$ cat src/rtl/secret_check.sv
// secret_check: scoreboard for the upstream accumulator/passthrough stage.
// It snoops that stage's inputs and outputs, keeps its own model of them, and checks
// the outputs against the model for NUM_CHECKS cycles after each start pulse.
//
// Ports:
//   clk, rst             clock and synchronous active-high reset
//   start                one-cycle pulse; arms a run from IDLE or DONE (ignored in RUN)
//   accum_in, accum_out  accumulator input and registered output of the upstream stage
//   sig_in, sig_out      packed passthrough bus {s129,s65,s64,s33,s8,s2,s1}, in and out
//   busy, done, pass     run status; pass is meaningful only while done is high
//   acc_err, sig_err     sticky mismatch flags for the current run
//   err_cnt              number of mismatching check cycles, saturating at all-ones
//   first_err_idx        0-based index of the first failing check, 16'hFFFF if none
module secret_check #(
    parameter int ACC_W      = 32,
    parameter int SIG_W      = 302,
    parameter int NUM_CHECKS = 16,
    parameter int CNT_W      = 8
) (
    input  logic             clk,
    input  logic             rst,
    input  logic             start,
    input  logic [ACC_W-1:0] accum_in,
    input  logic [ACC_W-1:0] accum_out,
    input  logic [SIG_W-1:0] sig_in,
    input  logic [SIG_W-1:0] sig_out,
    output logic             busy,
    output logic             done,
    output logic             pass,
    output logic             acc_err,
    output logic             sig_err,
    output logic [CNT_W-1:0] err_cnt,
    output logic [15:0]      first_err_idx
);

    typedef enum logic [1:0] {
        IDLE = 2'd0,
        RUN  = 2'd1,
        DONE = 2'd2
    } state_t;

    state_t           state;
    state_t           state_nxt;

    logic [ACC_W-1:0] model_acc;
    logic [SIG_W-1:0] exp_sig;
    logic [15:0]      chk_idx;

    logic             acc_mis;
    logic             sig_mis;
    logic             any_mis;
    logic             last_chk;
    logic             launch;
    logic [CNT_W-1:0] err_cnt_nxt;

    always_comb begin
        // Case inequality so that any X/Z bit on the snooped outputs is a mismatch.
        acc_mis     = (accum_out !== model_acc);
        sig_mis     = (sig_out !== exp_sig);
        any_mis     = acc_mis | sig_mis;
        last_chk    = (chk_idx == 16'(NUM_CHECKS - 1));
        launch      = start && (state != RUN);

        // One count per failing cycle, even if both acc and sig mismatch.
        err_cnt_nxt = err_cnt;
        if (any_mis && (err_cnt != '1)) begin
            err_cnt_nxt = err_cnt + 1'b1;
        end

        state_nxt = state;
        case (state)
            IDLE, DONE: if (start)    state_nxt = RUN;
            RUN:        if (last_chk) state_nxt = DONE;
            default:                  state_nxt = IDLE;
        endcase
    end

    always_ff @(posedge clk) begin
        state <= state_nxt;
        if (rst) begin
            state         <= IDLE;
            busy          <= 1'b0;
            done          <= 1'b0;
            pass          <= 1'b0;
            acc_err       <= 1'b0;
            sig_err       <= 1'b0;
            err_cnt       <= '0;
            first_err_idx <= 16'hFFFF;
            model_acc     <= '0;
            exp_sig       <= '0;
            chk_idx       <= '0;
        end else if (launch) begin
            // Seed: the upstream output one edge from now is accum_out + accum_in.
            model_acc     <= accum_out + accum_in;
            exp_sig       <= sig_in;
            chk_idx       <= '0;
            busy          <= 1'b1;
            done          <= 1'b0;
            pass          <= 1'b0;
            acc_err       <= 1'b0;
            sig_err       <= 1'b0;
            err_cnt       <= '0;
            first_err_idx <= 16'hFFFF;
        end else if (state == RUN) begin
            err_cnt <= err_cnt_nxt;
            if (acc_mis) acc_err <= 1'b1;
            if (sig_mis) sig_err <= 1'b1;
            if (any_mis && (first_err_idx == 16'hFFFF)) begin
                first_err_idx <= chk_idx;
            end
            model_acc <= model_acc + accum_in;
            exp_sig   <= sig_in;
            chk_idx   <= chk_idx + 16'd1;
            if (last_chk) begin
                busy <= 1'b0;
                done <= 1'b1;
                pass <= (err_cnt_nxt == '0);
            end
        end
    end

endmodule

$ cat config.mk
export PLATFORM = sky130hd
export DESIGN_NAME = secret_check
export DESIGN_NICKNAME = d
export VERILOG_FILES = /design/src/rtl/secret_check.sv
export SDC_FILE = /design/constraint.sdc
export NUM_CORES = 1
export LEC_CHECK = 0
export ABC_CLOCK_PERIOD_IN_PS = 5890
export BUFFER_PORTS_ARGS = -buffer_cell sky130_fd_sc_hd__buf_4
export CAP_MARGIN = 20
export CORE_AREA = 2 2 269 271
export CTS_BUF_LIST = sky130_fd_sc_hd__clkbuf_8
export CTS_CLUSTER_DIAMETER = 50
export DETAILED_ROUTE_END_ITERATION = 12
export DIE_AREA = 0 0 271 273
export GPL_TIMING_DRIVEN = 0
export SYNTH_ARGS = -nofsm -noshare
export SYNTH_HDL_FRONTEND = slang
export SYNTH_SLANG_ARGS = --single-unit
$ cat constraint.sdc
create_clock -name clk -period 5.89 [get_ports clk]
set_clock_uncertainty 0.2 [all_clocks]
set_input_delay 0 -clock clk [delete_from_list [all_inputs] [get_ports clk]]
set_output_delay 0 -clock clk [all_outputs]
set_load 0.05 [all_outputs]
==> impl_metrics.tcl <==
set metrics [dict create \
    clock_path_buffers 3 \
    grt_overflow 0 \
    die_x_um 271 \
    max_slew.worst_pin.slew_ns 1.21 \
    ys_async_sr_fraction_pct 0 \
    cts_buffers 75 \
    syn_avg_cell_area_um2 7.88 \
    clk_pin_slew_ns 0.06 \
    maxSlewHeadroom_pct 19.1 \
    num-fill-cells 6700 \
    rsz0062_at_grt "false" \
    ys_seq_area_share_pct 40.5 \
    num-nets-final 4581 \
    drc 0 \
    period_minus_slack_ns 5.55 \
    cts_tree "yes" \
    synth_flop_cell "dfxtp_1" \
    synthDistinctLibCells 61 \
    cts_setup_buffers 0 \
    status "complete, no violations" \
    dr.pass1.iters 7 \
    max_freq_ghz 0.180 \
    post-dp-hpwl_um 90200 \
    multi_input_area_um2 10600 \
    cts_max_level 3 \
    core_um2 71000 \
    grt_use_total_pct 30.2 \
    clock-sinks 381 \
    crit_required_ns 6.27 \
    routed_via_density 4.91 \
    clock_latency_ns 0.73 \
    grt_first_pass_wirelength_um 161000 \
    grt_max_degree 13 \
    total_leakage_power_nw 14.6 \
    cp-start-kind "register" \
    worstSetupPathType "reg -> reg" \
    antenna_found_initial 31 \
    portBuffers 698 \
    min_period_over_period_pct 94.2 \
    ys.warnings.count 0 \
    grt_pass1_vias 24100 \
    num_rows 98 \
    start_util_pct 26.5 \
    layout_common_cells "dlygate4sd3_1, buf_4, nand2_1, dfxtp_1, a21oi_1" \
    max_cap_viol_count 0 \
    synth_edf_count 0 \
    die_h_um 273 \
    ios 700 \
    cp_max_fo 10 \
    drive_above_1_share_pct 21.4 \
    wl_per_cell_um 23.8 \
    syn_inst 2388 \
    gp_congestion 0.966 \
    final_common_cell "dlygate4sd3_1" \
    worst_ep_arrival_time_ns 5.93 \
    vdd_ir_drop_max_mv 0.186 \
    seq_area_um2 7630 \
    cts_root_buf "clkbuf_8" \
    dr_total_vias 24100 \
    synth-seq-cells 381 \
    synth_nets 3093 \
    fin_tns_setup_ns 0 \
    cp-end-kind "register" \
    syn-cell-area_um2 18800 \
    first_iter_violations 1780 \
    area_delta_synth_final_pct 81.0 \
    wl_um 117000 \
    drv_slew 0 \
    setup_viol 0 \
    cellPowerDensity_nw_per_um2 246 \
    final_hold_viol_count 0 \
    hp-class "in -> reg" \
    die_area_um2 74000 \
    final_util_pct 48.0 \
    ant_nets 0 \
]
-- cell usage after synthesis, drive strengths merged (32+ instances only) --
| master | instances | area share (%) |
|---|---|---|
| nand2 | 694 | 14 |
| dfxtp | 381 | 41 |
| a21oi | 353 | 9.4 |
| xnor2 | 206 | 9.6 |
| xor2 | 139 | 6.5 |
| clkbuf | 110 | 2.2 |
| nand4 | 69 | 2.3 |
| nor2 | 60 | 1.2 |
| nor4 | 50 | 1.7 |
| o21ai | 37 | 0.98 |
| inv | 36 | 0.72 |
| ha | 33 | 2.2 |
| mux2 | 32 | 1.9 |
-- registers in the layout (all words and copies together) (netlist names) --
register / flops
exp_sig: 302
model_acc: 32
chk_idx: 16
first_err_idx: 16
err_cnt: 8
state: 2
acc_err: 1
busy: 1
done: 1
pass: 1
sig_err: 1
-- worst paths after layout --
path	start	to	slack, ns	cells past startpoint
worst max-delay path	state[1]$_SDFFE_PP0P_	model_acc[28]$_SDFFE_PP0P_	0.34	19
worst min-delay path	sig_in[22]	exp_sig[22]$_SDFFE_PP0P_	0.01	4
worst max register to register	state[1]$_SDFFE_PP0P_	model_acc[28]$_SDFFE_PP0P_	0.34	19
worst min register to register	exp_sig[285]$_SDFFE_PP0P_	exp_sig[285]$_SDFFE_PP0P_	0.26	2
-- repair_timing --
item / CTS / global route
hold buffers: 705 / 0
resized for setup: 0 / 5
endpoints found under the setup margin: 0 / 5
endpoints found under the hold margin: 356 / 0
-- stage by stage --
step / total power, mW / area, µm² / hold WS, ns / cells / worst slack, ns
after global routing: 8.73 / 34100 / 0.0436 / 4902 / 0.0329
after CTS: 8.36 / 34000 / 0.00250 / 4886 / 0.0366
after global placement: 4.96 / 25300 / 0.0581 / 4036 / 0.771
after floorplan: 4.01 / 18800 / -0.0595 / 2388 / 1.78
after detailed placement: 4.98 / 25400 / 0.0597 / 4044 / 0.945
final: 8.40 / 34100 / 0.0135 / 4912 / 0.340
-- cells by family after synthesis --
logic type                 Yosys count  synth area share, %
AOI/OAI and AO/OA                  477                 14.0
xor gates and xnor gates           345                 16.0
adders and majority gates           34                 2.30
buffers and inverters              157                 3.15
DFF                                381                 40.5
muxes                               35                 2.07
and+or+nand+nor                    959                 21.9
-- layer usage --
| layer | share of wire (%) | global-route usage, % |
|---|---|---|
| met4 | 5.8 | 16.2 |
| met2 | 45 | 47.9 |
| met3 | 7.8 | 6.41 |
| met5 | 0.092 | 0 |
| met1 | 42 | 38.5 |
-- worst max-delay path, cell delays in order, from the launching register on --
cell and delay, ns:
dfxtp_1 0.32, nand2b_2 0.28, nand2_1 0.32, clkbuf_2 0.36, mux2_1 0.19, ha_1 0.15, inv_1 0.06, fa_1 0.42
nor2b_1 0.26, o2111ai_1 0.19, a21boi_1 0.27, o31a_1 0.21, nor2_1 0.09, o21ai_1 0.26, a31oi_2 0.22, o31a_1 0.35
nand2_1 0.06, dlygate4sd3_1 0.56, o211ai_1 0.09, dlygate4sd3_1 0.57
-- cell type report --
type                       count  share of cell area (%)
clock inverter                39                   0.664
tap                          950                    3.49
timing repair buffer        1412                    36.4
buffer                       120                    1.35
inverter                      36                   0.396
sequential                   381                    22.4
clock buffer                  98                    3.96
multi-input combinational   1850                    31.2
antenna                       26                   0.191
-- report_power, final --
group / total [mW] / leakage (nW) / switching (mW) / internal (mW)
clock network: 2.88 / 0.896 / 1.37 / 1.51
logic: 2.54 / 10.6 / 1.25 / 1.29
registers: 2.98 / 3.15 / 0.193 / 2.79
total: 8.40 / 14.6 / 2.80 / 5.59
No activity file was read; power rests on OpenSTA's default activity.
